File: config.mk
export PLATFORM = sky130hd
export DESIGN_NAME = scr1_dmem_router_flat
export DESIGN_NICKNAME = d
export VERILOG_FILES = /design/src/rtl/scr1_dmem_router_pkg.sv /design/src/rtl/scr1_dmem_router_if.sv /design/src/rtl/scr1_dmem_router.sv /design/src/flat_wrapper.sv
export SDC_FILE = /design/constraint.sdc
export NUM_CORES = 1
export LEC_CHECK = 0
export CAP_MARGIN = 30
export CELL_PAD_IN_SITES_DETAIL_PLACEMENT = 0
export CELL_PAD_IN_SITES_GLOBAL_PLACEMENT = 1
export CORE_AREA = 10 10 153 155
export CTS_CLUSTER_DIAMETER = 40
export DETAILED_ROUTE_END_ITERATION = 7
export DIE_AREA = 0 0 163 165
export PLACE_DENSITY_LB_ADDON = 0.05
export SYNTH_ARGS = -nofsm -noshare
export SYNTH_HDL_FRONTEND = slang
export SYNTH_SLANG_ARGS = --single-unit
File: constraint.sdc
create_clock -name clk -period 6 [get_ports clk]
set_clock_uncertainty 0.15 [all_clocks]
set_input_delay 0.6 -clock clk [delete_from_list [all_inputs] [get_ports clk]]
set_output_delay 0.6 -clock clk [all_outputs]
set_load 0.02 [all_outputs]
File: src/rtl/scr1_dmem_router_pkg.sv
// Shared data-memory interface types, dmem port enum and default decode windows.
// Also holds the address decode function used by the router.
package scr1_dmem_router_pkg;

  typedef enum logic {
    SCR1_MEM_CMD_RD = 1'b0,
    SCR1_MEM_CMD_WR = 1'b1
  } type_scr1_mem_cmd_e;

  typedef enum logic [1:0] {
    SCR1_MEM_WIDTH_BYTE  = 2'b00,
    SCR1_MEM_WIDTH_HWORD = 2'b01,
    SCR1_MEM_WIDTH_WORD  = 2'b10
  } type_scr1_mem_width_e;

  typedef enum logic [1:0] {
    SCR1_MEM_RESP_NOTRDY = 2'b00,
    SCR1_MEM_RESP_RDY_OK = 2'b01,
    SCR1_MEM_RESP_RDY_ER = 2'b10
  } type_scr1_mem_resp_e;

  typedef enum logic [1:0] {
    SCR1_DMEM_PORT0 = 2'd0,
    SCR1_DMEM_PORT1 = 2'd1,
    SCR1_DMEM_PORT2 = 2'd2
  } type_scr1_dmem_port_e;

  localparam logic [31:0] SCR1_DMEM_PORT1_ADDR_MASK    = 32'hFFFF_0000;
  localparam logic [31:0] SCR1_DMEM_PORT1_ADDR_PATTERN = 32'h0048_0000;
  localparam logic [31:0] SCR1_DMEM_PORT2_ADDR_MASK    = 32'hFFFF_FFF0;
  localparam logic [31:0] SCR1_DMEM_PORT2_ADDR_PATTERN = 32'h0049_0000;

  // TCM window takes priority over the timer window when both match.
  function automatic type_scr1_dmem_port_e scr1_dmem_decode(
    input logic [31:0] addr,
    input logic [31:0] p1_mask,
    input logic [31:0] p1_pattern,
    input logic [31:0] p2_mask,
    input logic [31:0] p2_pattern
  );
    if ((addr & p1_mask) == p1_pattern) return SCR1_DMEM_PORT1;
    if ((addr & p2_mask) == p2_pattern) return SCR1_DMEM_PORT2;
    return SCR1_DMEM_PORT0;
  endfunction

endpackage

File: src/rtl/scr1_dmem_router_if.sv
// Single-outstanding data-memory request/response bus.
// master drives the request side, slave returns ack and response.
interface scr1_dmem_router_if;
  import scr1_dmem_router_pkg::*;

  logic                 req;
  logic                 req_ack;
  type_scr1_mem_cmd_e   cmd;
  type_scr1_mem_width_e width;
  logic [31:0]          addr;
  logic [31:0]          wdata;
  logic [31:0]          rdata;
  type_scr1_mem_resp_e  resp;

  modport master (
    output req, cmd, width, addr, wdata,
    input  req_ack, rdata, resp
  );

  modport slave (
    input  req, cmd, width, addr, wdata,
    output req_ack, rdata, resp
  );

endinterface

File: src/rtl/scr1_dmem_router.sv
// Three-way LSU data request router: port1 = TCM, port2 = timer, port0 = AHB bridge.
// Decodes each request once and steers the single outstanding response back to the core.
module scr1_dmem_router
  import scr1_dmem_router_pkg::*;
#(
  parameter logic [31:0] SCR1_PORT1_ADDR_MASK    = SCR1_DMEM_PORT1_ADDR_MASK,
  parameter logic [31:0] SCR1_PORT1_ADDR_PATTERN = SCR1_DMEM_PORT1_ADDR_PATTERN,
  parameter logic [31:0] SCR1_PORT2_ADDR_MASK    = SCR1_DMEM_PORT2_ADDR_MASK,
  parameter logic [31:0] SCR1_PORT2_ADDR_PATTERN = SCR1_DMEM_PORT2_ADDR_PATTERN
) (
  input  logic               rst_n,
  input  logic               clk,
  scr1_dmem_router_if.slave  i_dmem,
  scr1_dmem_router_if.master o_port0,
  scr1_dmem_router_if.master o_port1,
  scr1_dmem_router_if.master o_port2
);

  typedef enum logic {
    ST_IDLE = 1'b0,
    ST_WAIT = 1'b1
  } type_fsm_e;

  type_fsm_e            r_fsm;
  type_scr1_dmem_port_e r_port_sel;

  type_scr1_dmem_port_e w_sel;
  type_scr1_mem_resp_e  w_resp_sel;
  logic [31:0]          w_rdata_sel;
  logic                 w_ack_sel;
  logic                 w_can_issue;
  logic                 w_issue;
  logic                 w_req_ack;
  logic                 w_accept;
  type_scr1_mem_resp_e  w_dmem_resp;
  logic [31:0]          w_dmem_rdata;

  assign w_sel = scr1_dmem_decode(i_dmem.addr,
                                  SCR1_PORT1_ADDR_MASK, SCR1_PORT1_ADDR_PATTERN,
                                  SCR1_PORT2_ADDR_MASK, SCR1_PORT2_ADDR_PATTERN);

  always_comb begin
    w_resp_sel  = SCR1_MEM_RESP_NOTRDY;
    w_rdata_sel = '0;
    case (r_port_sel)
      SCR1_DMEM_PORT0: begin w_resp_sel = o_port0.resp; w_rdata_sel = o_port0.rdata; end
      SCR1_DMEM_PORT1: begin w_resp_sel = o_port1.resp; w_rdata_sel = o_port1.rdata; end
      SCR1_DMEM_PORT2: begin w_resp_sel = o_port2.resp; w_rdata_sel = o_port2.rdata; end
      default: begin
        w_resp_sel  = type_scr1_mem_resp_e'('x);
        w_rdata_sel = 'x;
      end
    endcase
  end

  always_comb begin
    w_ack_sel = 1'b0;
    case (w_sel)
      SCR1_DMEM_PORT0: w_ack_sel = o_port0.req_ack;
      SCR1_DMEM_PORT1: w_ack_sel = o_port1.req_ack;
      SCR1_DMEM_PORT2: w_ack_sel = o_port2.req_ack;
      default:         w_ack_sel = 1'bx;
    endcase
  end

  // An error response closes the transaction without allowing a same-cycle issue.
  always_comb begin
    w_can_issue  = 1'b0;
    w_dmem_resp  = SCR1_MEM_RESP_NOTRDY;
    w_dmem_rdata = '0;
    case (r_fsm)
      ST_IDLE: w_can_issue = 1'b1;
      ST_WAIT: begin
        w_can_issue  = (w_resp_sel == SCR1_MEM_RESP_RDY_OK);
        w_dmem_resp  = w_resp_sel;
        w_dmem_rdata = w_rdata_sel;
      end
      default: begin
        w_can_issue  = 1'bx;
        w_dmem_resp  = type_scr1_mem_resp_e'('x);
        w_dmem_rdata = 'x;
      end
    endcase
  end

  // rst_n gating makes port requests drop immediately when reset asserts.
  assign w_issue   = rst_n & w_can_issue;
  assign w_req_ack = w_issue & w_ack_sel;
  assign w_accept  = i_dmem.req & w_req_ack;

  assign i_dmem.req_ack = w_req_ack;
  assign i_dmem.resp    = w_dmem_resp;
  assign i_dmem.rdata   = w_dmem_rdata;

  assign o_port0.req = i_dmem.req & w_issue & (w_sel == SCR1_DMEM_PORT0);
  assign o_port1.req = i_dmem.req & w_issue & (w_sel == SCR1_DMEM_PORT1);
  assign o_port2.req = i_dmem.req & w_issue & (w_sel == SCR1_DMEM_PORT2);

  assign o_port0.cmd   = i_dmem.cmd;
  assign o_port0.width = i_dmem.width;
  assign o_port0.addr  = i_dmem.addr;
  assign o_port0.wdata = i_dmem.wdata;
  assign o_port1.cmd   = i_dmem.cmd;
  assign o_port1.width = i_dmem.width;
  assign o_port1.addr  = i_dmem.addr;
  assign o_port1.wdata = i_dmem.wdata;
  assign o_port2.cmd   = i_dmem.cmd;
  assign o_port2.width = i_dmem.width;
  assign o_port2.addr  = i_dmem.addr;
  assign o_port2.wdata = i_dmem.wdata;

  always_ff @(posedge clk or negedge rst_n) begin
    if (!rst_n) begin
      r_fsm      <= ST_IDLE;
      r_port_sel <= SCR1_DMEM_PORT0;
    end else begin
      case (r_fsm)
        ST_IDLE: begin
          if (w_accept) begin
            r_fsm      <= ST_WAIT;
            r_port_sel <= w_sel;
          end
        end
        ST_WAIT: begin
          if (w_accept) begin
            r_port_sel <= w_sel;
          end else if (w_resp_sel != SCR1_MEM_RESP_NOTRDY) begin
            r_fsm <= ST_IDLE;
          end
        end
        default: begin
          r_fsm      <= type_fsm_e'('x);
          r_port_sel <= type_scr1_dmem_port_e'('x);
        end
      endcase
    end
  end

endmodule

File: src/flat_wrapper.sv
// flat-port wrapper written by rule: the top's interface ports become plain ports
module scr1_dmem_router_flat import scr1_dmem_router_pkg::*;
#(
  parameter logic [31:0] SCR1_PORT1_ADDR_MASK    = SCR1_DMEM_PORT1_ADDR_MASK,
  parameter logic [31:0] SCR1_PORT1_ADDR_PATTERN = SCR1_DMEM_PORT1_ADDR_PATTERN,
  parameter logic [31:0] SCR1_PORT2_ADDR_MASK    = SCR1_DMEM_PORT2_ADDR_MASK,
  parameter logic [31:0] SCR1_PORT2_ADDR_PATTERN = SCR1_DMEM_PORT2_ADDR_PATTERN
)
  (rst_n, clk, i_dmem_req, i_dmem_cmd, i_dmem_width, i_dmem_addr, i_dmem_wdata, i_dmem_req_ack, i_dmem_rdata, i_dmem_resp, o_port0_req, o_port0_cmd, o_port0_width, o_port0_addr, o_port0_wdata, o_port0_req_ack, o_port0_rdata, o_port0_resp, o_port1_req, o_port1_cmd, o_port1_width, o_port1_addr, o_port1_wdata, o_port1_req_ack, o_port1_rdata, o_port1_resp, o_port2_req, o_port2_cmd, o_port2_width, o_port2_addr, o_port2_wdata, o_port2_req_ack, o_port2_rdata, o_port2_resp);
  scr1_dmem_router_if i_dmem_i ();
  scr1_dmem_router_if o_port0_i ();
  scr1_dmem_router_if o_port1_i ();
  scr1_dmem_router_if o_port2_i ();
  input  logic rst_n;
  input  logic clk;
  input wire logic [$bits(i_dmem_i.req)-1:0] i_dmem_req;
  input wire logic [$bits(i_dmem_i.cmd)-1:0] i_dmem_cmd;
  input wire logic [$bits(i_dmem_i.width)-1:0] i_dmem_width;
  input wire logic [$bits(i_dmem_i.addr)-1:0] i_dmem_addr;
  input wire logic [$bits(i_dmem_i.wdata)-1:0] i_dmem_wdata;
  output wire logic [$bits(i_dmem_i.req_ack)-1:0] i_dmem_req_ack;
  output wire logic [$bits(i_dmem_i.rdata)-1:0] i_dmem_rdata;
  output wire logic [$bits(i_dmem_i.resp)-1:0] i_dmem_resp;
  output wire logic [$bits(o_port0_i.req)-1:0] o_port0_req;
  output wire logic [$bits(o_port0_i.cmd)-1:0] o_port0_cmd;
  output wire logic [$bits(o_port0_i.width)-1:0] o_port0_width;
  output wire logic [$bits(o_port0_i.addr)-1:0] o_port0_addr;
  output wire logic [$bits(o_port0_i.wdata)-1:0] o_port0_wdata;
  input wire logic [$bits(o_port0_i.req_ack)-1:0] o_port0_req_ack;
  input wire logic [$bits(o_port0_i.rdata)-1:0] o_port0_rdata;
  input wire logic [$bits(o_port0_i.resp)-1:0] o_port0_resp;
  output wire logic [$bits(o_port1_i.req)-1:0] o_port1_req;
  output wire logic [$bits(o_port1_i.cmd)-1:0] o_port1_cmd;
  output wire logic [$bits(o_port1_i.width)-1:0] o_port1_width;
  output wire logic [$bits(o_port1_i.addr)-1:0] o_port1_addr;
  output wire logic [$bits(o_port1_i.wdata)-1:0] o_port1_wdata;
  input wire logic [$bits(o_port1_i.req_ack)-1:0] o_port1_req_ack;
  input wire logic [$bits(o_port1_i.rdata)-1:0] o_port1_rdata;
  input wire logic [$bits(o_port1_i.resp)-1:0] o_port1_resp;
  output wire logic [$bits(o_port2_i.req)-1:0] o_port2_req;
  output wire logic [$bits(o_port2_i.cmd)-1:0] o_port2_cmd;
  output wire logic [$bits(o_port2_i.width)-1:0] o_port2_width;
  output wire logic [$bits(o_port2_i.addr)-1:0] o_port2_addr;
  output wire logic [$bits(o_port2_i.wdata)-1:0] o_port2_wdata;
  input wire logic [$bits(o_port2_i.req_ack)-1:0] o_port2_req_ack;
  input wire logic [$bits(o_port2_i.rdata)-1:0] o_port2_rdata;
  input wire logic [$bits(o_port2_i.resp)-1:0] o_port2_resp;
  assign i_dmem_i.req = i_dmem_req;
  assign i_dmem_i.cmd = i_dmem_cmd;
  assign i_dmem_i.width = i_dmem_width;
  assign i_dmem_i.addr = i_dmem_addr;
  assign i_dmem_i.wdata = i_dmem_wdata;
  assign i_dmem_req_ack = i_dmem_i.req_ack;
  assign i_dmem_rdata = i_dmem_i.rdata;
  assign i_dmem_resp = i_dmem_i.resp;
  assign o_port0_req = o_port0_i.req;
  assign o_port0_cmd = o_port0_i.cmd;
  assign o_port0_width = o_port0_i.width;
  assign o_port0_addr = o_port0_i.addr;
  assign o_port0_wdata = o_port0_i.wdata;
  assign o_port0_i.req_ack = o_port0_req_ack;
  assign o_port0_i.rdata = o_port0_rdata;
  assign o_port0_i.resp = o_port0_resp;
  assign o_port1_req = o_port1_i.req;
  assign o_port1_cmd = o_port1_i.cmd;
  assign o_port1_width = o_port1_i.width;
  assign o_port1_addr = o_port1_i.addr;
  assign o_port1_wdata = o_port1_i.wdata;
  assign o_port1_i.req_ack = o_port1_req_ack;
  assign o_port1_i.rdata = o_port1_rdata;
  assign o_port1_i.resp = o_port1_resp;
  assign o_port2_req = o_port2_i.req;
  assign o_port2_cmd = o_port2_i.cmd;
  assign o_port2_width = o_port2_i.width;
  assign o_port2_addr = o_port2_i.addr;
  assign o_port2_wdata = o_port2_i.wdata;
  assign o_port2_i.req_ack = o_port2_req_ack;
  assign o_port2_i.rdata = o_port2_rdata;
  assign o_port2_i.resp = o_port2_resp;
  scr1_dmem_router #(.SCR1_PORT1_ADDR_MASK(SCR1_PORT1_ADDR_MASK), .SCR1_PORT1_ADDR_PATTERN(SCR1_PORT1_ADDR_PATTERN), .SCR1_PORT2_ADDR_MASK(SCR1_PORT2_ADDR_MASK), .SCR1_PORT2_ADDR_PATTERN(SCR1_PORT2_ADDR_PATTERN)) u_core (.rst_n(rst_n), .clk(clk), .i_dmem(i_dmem_i), .o_port0(o_port0_i), .o_port1(o_port1_i), .o_port2(o_port2_i));
endmodule
==> results of run 1 <==
==> power by group <==
group	internal [mW]	switching [mW]	total, mW
clock	0.0876	0.0178	0.105
sequential	0.0209	0.000381	0.0213
combinational	0.153	0.107	0.260
total	0.262	0.125	0.387
==> stage by stage <==
step | utilization | hold slack (ps)
5_1_grt | 0.202 | 453
2_1_floorplan | - | 154
3_5_place_dp | 0.199 | 424
3_3_place_gp | 0.199 | 419
4_1_cts | 0.202 | 430
6_report | 0.202 | 421
==> final timing paths <==
check,startpoint,to
max,u_core.r_port_sel[1],o_port0_req
min,u_core.r_port_sel[1],u_core.r_port_sel[1]
max reg2reg,u_core.r_port_sel[1],u_core.r_port_sel[0]
min reg2reg,u_core.r_port_sel[1],u_core.r_port_sel[1]
max in group asynchronous,rst_n,u_core.r_port_sel[0]
min in group asynchronous,rst_n,u_core.r_fsm
==> routing by layer <==
| metal | vias to the layer above | share of wire | track usage |
|---|---|---|---|
| li1 | 1136 | - | - |
| met1 | 1051 | 0.29 | 0.0721 |
| met2 | 124 | 0.59 | 0.183 |
| met3 | 47 | 0.094 | 0.0294 |
| met4 | 0 | 0.027 | 0.0336 |
| met5 | - | 0 | 0 |
==> sequential cells by signal (all words and copies together) (netlist names) <==
signal / count
u_core.r_fsm: 1
u_core.r_port_sel: 2
==> synthesized netlist by cell type <==
| cell type | number | area [um2] |
|---|---|---|
| nand2b_1 | 2 | 12.5 |
| or3b_1 | 1 | 8.76 |
| dfrtp_1 | 3 | 75.1 |
| nor3b_1 | 1 | 7.51 |
| buf_6 | 1 | 11.3 |
| nor2b_1 | 2 | 12.5 |
| ha_1 | 4 | 50.1 |
| a21oi_1 | 1 | 5.00 |
| nor4b_1 | 3 | 26.3 |
| buf_1 | 3 | 11.3 |
| nor3_1 | 3 | 15.0 |
| o211a_1 | 32 | 320 |
| mux2_2 | 2 | 22.5 |
| inv_1 | 2 | 7.51 |
| a21o_1 | 4 | 30.0 |
| and4_1 | 1 | 8.76 |
| nand2_1 | 36 | 135 |
| buf_4 | 201 | 1510 |
| a22oi_1 | 32 | 240 |
| a2bb2oi_1 | 1 | 8.76 |
| nor2_1 | 4 | 15.0 |
| a222oi_1 | 2 | 20.0 |
| nand4_1 | 2 | 12.5 |
| nor4_1 | 3 | 18.8 |
| a21oi_2 | 1 | 8.76 |
| clkbuf_1 | 15 | 56.3 |
==> cells by family after synthesis <==
| group | count (synthesis) | synth area share |
|---|---|---|
| adders and majority gates | 4 | 0.0189 |
| and+or+nand+nor | 58 | 0.103 |
| DFF | 3 | 0.0283 |
| muxes | 2 | 0.00850 |
| buffers and inverters | 222 | 0.602 |
| AOI/OAI and AO/OA | 73 | 0.239 |
==> layout make-up <==
type                            count  area share
Inverter                            2     0.00184
Clock buffer                        4      0.0193
Timing Repair Buffer              261       0.637
Multi-Input combinational cell    137       0.240
Tap cell                          270      0.0827
Sequential cell                     3      0.0184
==> impl_results.md, run 1 <==
- Max incr delay on CP: between 600 and 700 ps
- Chip Height: 165 um
- Worst path slowest cell: clkdlybuf4s50_1
- Clock Pin Slew Worst Setup and Hold Paths: roughly 30 ps
- CP Data Arrival Time: 3210 ps
- Endpoints failing setup: 0
- WHS Path Cells: 1
- Hpwl dp: roughly 11000 um
- Fillers: about 2.3k
- CP required: 5250 ps
- Status: finished, final reports clean
- DR vias: around 2.4k
- Sequential share of the synthesized area: 0.0283
- Syn Nets: 541
- Die Wd: approximately 160 um
- Distinct cells, synth: 26
- CTS Hold Bufs: 0
- Worst min path class: flop to flop
- Non-Filler Instances: 677
- Total negative setup slack: 0 ps
- Core Region: 0.0202 mm2
- Fin crit period: 3960 ps
- Vias/cell: ~3.5
- Routability Congestion: 0.681
- CTS tree: yes
- Area grow syn2layout: 54.1%
- Htree depth: 1
- Num Clock Sinks: 3
- Max Clock Freq: ~250 MHz
- All-layer global routing usage: 0.0873
- Max cap viols: 0
- DP Worst Slack: between 2000 and 2500 ps
- Routed Antenna Nets: 0
- GRT Residual Overflow: 0
- RSZ-0062 raised after global routing: false
- CP endpoint kind: output port
- Power, Total: 0.387 mW
- Setup bufs post-CTS: 0
- Num rows: 52
- Total Nets Final: 587
- Number of DRC markers in iteration 0: 91
- Top-level I/O count: 414
- Worst reg-to-reg path cell count: 8
- Worst Path Class, Setup: flop to output port
- Area of the multi-input gates: around 980 um2
- IO Port Bufs: roughly 260
- Storage element area: ~75 um2
- Commonest non-fill, non-tap cell in the layout: clkdlybuf4s50_1
- DR pass1 iterations: 4
- CP top delay family: buffers and inverters
- Routed len/inst: a little under 20 um
- Tcrit/Tclk final: 0.659
- Critical path depth in cells: 8
- Vias in the first global route: between 2k and 2.5k
- CP bufs+invs: 3
- Starting Density: 0.131
- Clock Path Buffers: 2
- Share of layout cells above drive strength 1: 0.0270
- Max_slew headroom: 0.547
- Final Hold Vio Count: 0
- Pwr per Cell Area: roughly 95 mW/mm2
- Latest clock arrival within the worst-skew pair: approximately 220 ps
- Initial antenna violation count: 0
- Cell Area, Placed: approximately 0.004 mm2
- First-pass GRT wire length: about 17000 um
- FF+latch count, synth: 3
- R2R Setup Slk: between 3000 and 4000 ps
- CP max FO: 34
- Largest net degree at the start of global routing: 65
- Leak pwr: 1.68 nW
- TritonCTS buffer count: 3
- Die area: ~0.027 mm2
- Worst-Margin Slew: slightly below 700 ps
- DRT Wirelength: ~13000 um
- DRC: 0
- Synth warn: 0
- Post-CTS Resized: 0
- Worst VDD drop: 0.0553 mV
- Worst setup margin: a little over 2000 ps
- Root buffer cell: clkbuf_16
- Cell Area, Synth: roughly 0.0026 mm2
- Diode count: 0
- Startpoint types: flop
- Fin area: between 0.004 and 0.005 mm2
- Syn_area_per_cell: between 7 and 8 um2
- Placed cells: between 600 and 700
- Most frequent cells in the layout: 257 x clkdlybuf4s50_1, 36 x nand2_1, 32 x a22oi_1, 32 x o211a_1
- Crit path cell chain: inv_1 -> ha_1 -> buf_4 -> a222oi_1 -> or3b_1 -> a21o_1 -> nor3_1 -> clkdlybuf4s50_1
- Synthesized instance count: ~360
- Pins Over Slew Limit: 0
(Power assumes the default switching activity.)
==> inputs of run 2 (changes only) <==
--- a/config.mk
+++ b/config.mk
@@ -8,10 +8,10 @@
 export CAP_MARGIN = 30
 export CELL_PAD_IN_SITES_DETAIL_PLACEMENT = 0
 export CELL_PAD_IN_SITES_GLOBAL_PLACEMENT = 1
-export CORE_AREA = 10 10 153 155
+export CORE_MARGIN = 10
+export CORE_UTILIZATION = 12
 export CTS_CLUSTER_DIAMETER = 40
 export DETAILED_ROUTE_END_ITERATION = 7
-export DIE_AREA = 0 0 163 165
 export PLACE_DENSITY_LB_ADDON = 0.05
 export SYNTH_ARGS = -nofsm -noshare
 export SYNTH_HDL_FRONTEND = slang
==> constraint.sdc (replaced) <==
create_clock -name clk -period 3.2 [get_ports clk]
set_clock_uncertainty 0.15 [all_clocks]
set_input_delay 0.32 -clock clk [delete_from_list [all_inputs] [get_ports clk]]
set_output_delay 0.32 -clock clk [all_outputs]
set_load 0.02 [all_outputs]
==> run 2 against run 1 <==
Largest power group unchanged. Sequential power up 87%. Count of clock-buffer cells in the layout unchanged. Hold slack worse by 250 ps. Register-to-register slack got worse by 2600 ps. Core utilization decreased by 0.99 points. Sequential cell count stayed put. Setup slack got worse by 1800 ps. First-iteration DRC count grew 9.9%. Sequential share of layout area barely moved. Wire length shrank 1.3%. Critical path depth did not move.
==> impl_results.md, run 2 (synthesis results as in run 1) <==
- Commonest non-fill, non-tap cell in the layout: clkdlybuf4s50_1
- Setup bufs post-CTS: 0 (unchanged)
- Htree depth: 1 (unchanged)
- Share of layout cells above drive strength 1: 0.0597 (+0.0326)
- Vias/cell: 3.50 (+0.57%)
- Initial antenna violation count: 1 (+1)
- RSZ-0062 raised after global routing: false
- Final Hold Vio Count: 0 (unchanged)
- Fin area: 0.00419 mm2 (+2.6%)
- Reg with most FFs: u_core.r_port_sel
- Die area: 0.0284 mm2 (+5.7%)
- Max_slew headroom: 0.704 (+0.157)
- Starting Density: 0.122 (-0.00958)
- DR vias: 2452 (+4.0%)
- Startpoint types: flop
- Leak pwr: 1.76 nW (+4.3%)
- CTS tree: yes
- Max cap viols: 0 (unchanged)
- Routability Congestion: 0.679 (-0.29%)
- Area grow syn2layout: 58.1%
- Max FFs per register: 2 (unchanged)
- DRT Wirelength: 13200 um (-1.3%)
- CP endpoint kind: output port
- DRC: 0 (unchanged)
- DR pass1 iterations: 4 (unchanged)
- Status: finished, final reports clean
- CP Data Arrival Time: 2520 ps (-690 ps)
- Most frequent cells in the layout: 253 x clkdlybuf4s50_1, 36 x nand2_1, 32 x a22oi_1, 32 x o211a_1, 15 x buf_4
- Total Nets Final: 599 (+2.0%)
- All-layer global routing usage: 0.0846 (-0.00277)
- Worst min path class: primary input to asynchronous set/reset pin
- Num Clock Sinks: 3 (unchanged)
- Core Region: 0.0218 mm2 (+7.9%)
- TritonCTS buffer count: 3 (unchanged)
- CTS Hold Bufs: 0 (unchanged)
- Worst-Margin Slew: 445 ps (-235 ps)
- Endpoints failing setup: 0 (unchanged)
- Routed Antenna Nets: 0 (unchanged)
- Root buffer cell: clkbuf_16
- Cell Area, Placed: 0.00412 mm2 (+2.9%)
- Max Clock Freq: roughly 330 MHz
- Worst Path Class, Setup: flop to output port
- Worst VDD drop: 0.0953 mV (+72%)
- Number of DRC markers in iteration 0: 100 (+9.9%)
- Pins Over Slew Limit: 0 (unchanged)
- Vias in the first global route: 2687 (+11%)
- IO Port Bufs: 257 (unchanged)
- Chip Height: 169 um (+2.2%)
- Pwr per Cell Area: 174 mW/mm2 (+84%)
- CP max FO: 4 (-88%)
- GRT Residual Overflow: 0 (unchanged)
- First-pass GRT wire length: 18200 um (+4.0%)
- Fillers: 2431 (+5.9%)
- Hold Slack: 166 ps (-255 ps)
- Die Wd: 169 um (+3.4%)
- Tcrit/Tclk final: 0.935
- Clock Path Buffers: 2 (unchanged)
- Largest net degree at the start of global routing: 65 (unchanged)
- CP required: 2730 ps (-2520 ps)
- Num rows: 54 (+3.8%)
- Top-level I/O count: 414 (unchanged)
- Largest regs: u_core.r_port_sel: 2 flops, u_core.r_fsm: 1 flops
- Clock Pin Slew Worst Setup and Hold Paths: 30 ps (about the same)
- Fin crit period: around 3000 ps
- Routed len/inst: 18.9 um (-4.5%)
- Hpwl dp: 11200 um (-1.3%)
- Latest clock arrival within the worst-skew pair: 220 ps (about the same)
[run 2: changes by cell type in the layout (fill, tap and decap cells not counted), sizes merged]
| cell | change |
|---|---|
| diode | +1 |
| clkdlybuf4s50 | -4 |
| dlygate4sd2 | +2 |
| buf | +12 |
| clkbuf | +2 |
[run 2: metal layers]
layer,vias to the layer above,track usage,wire [um]
met2,122,0.176,7820
met4,0,0.0318,316
met1,1131,0.0671,3890
met5,-,0,0
li1,1156,-,-
met3,43,0.0340,1210
[run 2: critical path: stages (launching register included)]
cell and delay [ps]:
dfrtp_1 390, inv_1 80, ha_2 190, a222oi_1 320, buf_4 180, or3b_1 390, a21o_1 240, nor2b_1 110
dlygate4sd2_1 380
[run 2: path summary, 6_finish.rpt]
check,slack [ps],start,cells after the start,end
setup / recovery,210,u_core.r_port_sel[0],8,o_port2_req
hold / removal,170,rst_n,1,u_core.r_fsm
setup reg to reg,450,u_core.r_port_sel[0],9,u_core.r_port_sel[1]
hold reg to reg,410,u_core.r_port_sel[1],1,u_core.r_port_sel[1]
max in group asynchronous,2550,rst_n,1,u_core.r_port_sel[0]
min in group clk,410,u_core.r_port_sel[1],1,u_core.r_port_sel[1]
[run 2: power by group]
group	internal, mW	total [mW]	switching, mW
Combinational	0.290	0.492	0.202
Clock	0.164	0.198	0.0336
Sequential	0.0391	0.0398	0.000653
Total	0.494	0.730	0.236
[run 2: what timing repair did]
item / 4_1_cts / 5_1_grt
setup endpoints to repair: 4 / 2
pin swaps: 0 / 0
cloned: 0 / 0
resized for setup: 4 / 6
[run 2: stage by stage]
stage | setup slack (ps) | power [mW] | utilization | std cells | TNS [ps]
finish | 208 | 0.730 | 0.192 | 700 | 0
global route | 3.93 | 0.765 | 0.192 | 700 | 0
CTS | 29.2 | 0.746 | 0.193 | 699 | 0
detailed placement | -118 | 0.544 | 0.189 | 695 | -190
global placement | -109 | 0.548 | 0.189 | 695 | -229
floorplan | 501 | 0.473 | - | 362 | 0
[run 2: layout make-up]
cell class                      instances  area, um2  area share
Tap cell                              280        350      0.0837
Timing Repair Buffer                  273       2690       0.643
Multi-Input combinational cell        137        981       0.234
Clock buffer                            4       78.8      0.0188
Antenna cell                            1       2.50    0.000598
Sequential cell                         3       75.1      0.0179
Inverter                                2       7.51     0.00179
==> inputs of run 3 (changes only) <==
--- a/config.mk
+++ b/config.mk
@@ -11,6 +11,7 @@
 export CORE_MARGIN = 10
 export CORE_UTILIZATION = 12
 export CTS_CLUSTER_DIAMETER = 40
+export CTS_CLUSTER_SIZE = 10
 export DETAILED_ROUTE_END_ITERATION = 7
 export PLACE_DENSITY_LB_ADDON = 0.05
 export SYNTH_ARGS = -nofsm -noshare
==> results of run 3 <==
Final layout, timing and power as in run 2 (identical DEF).
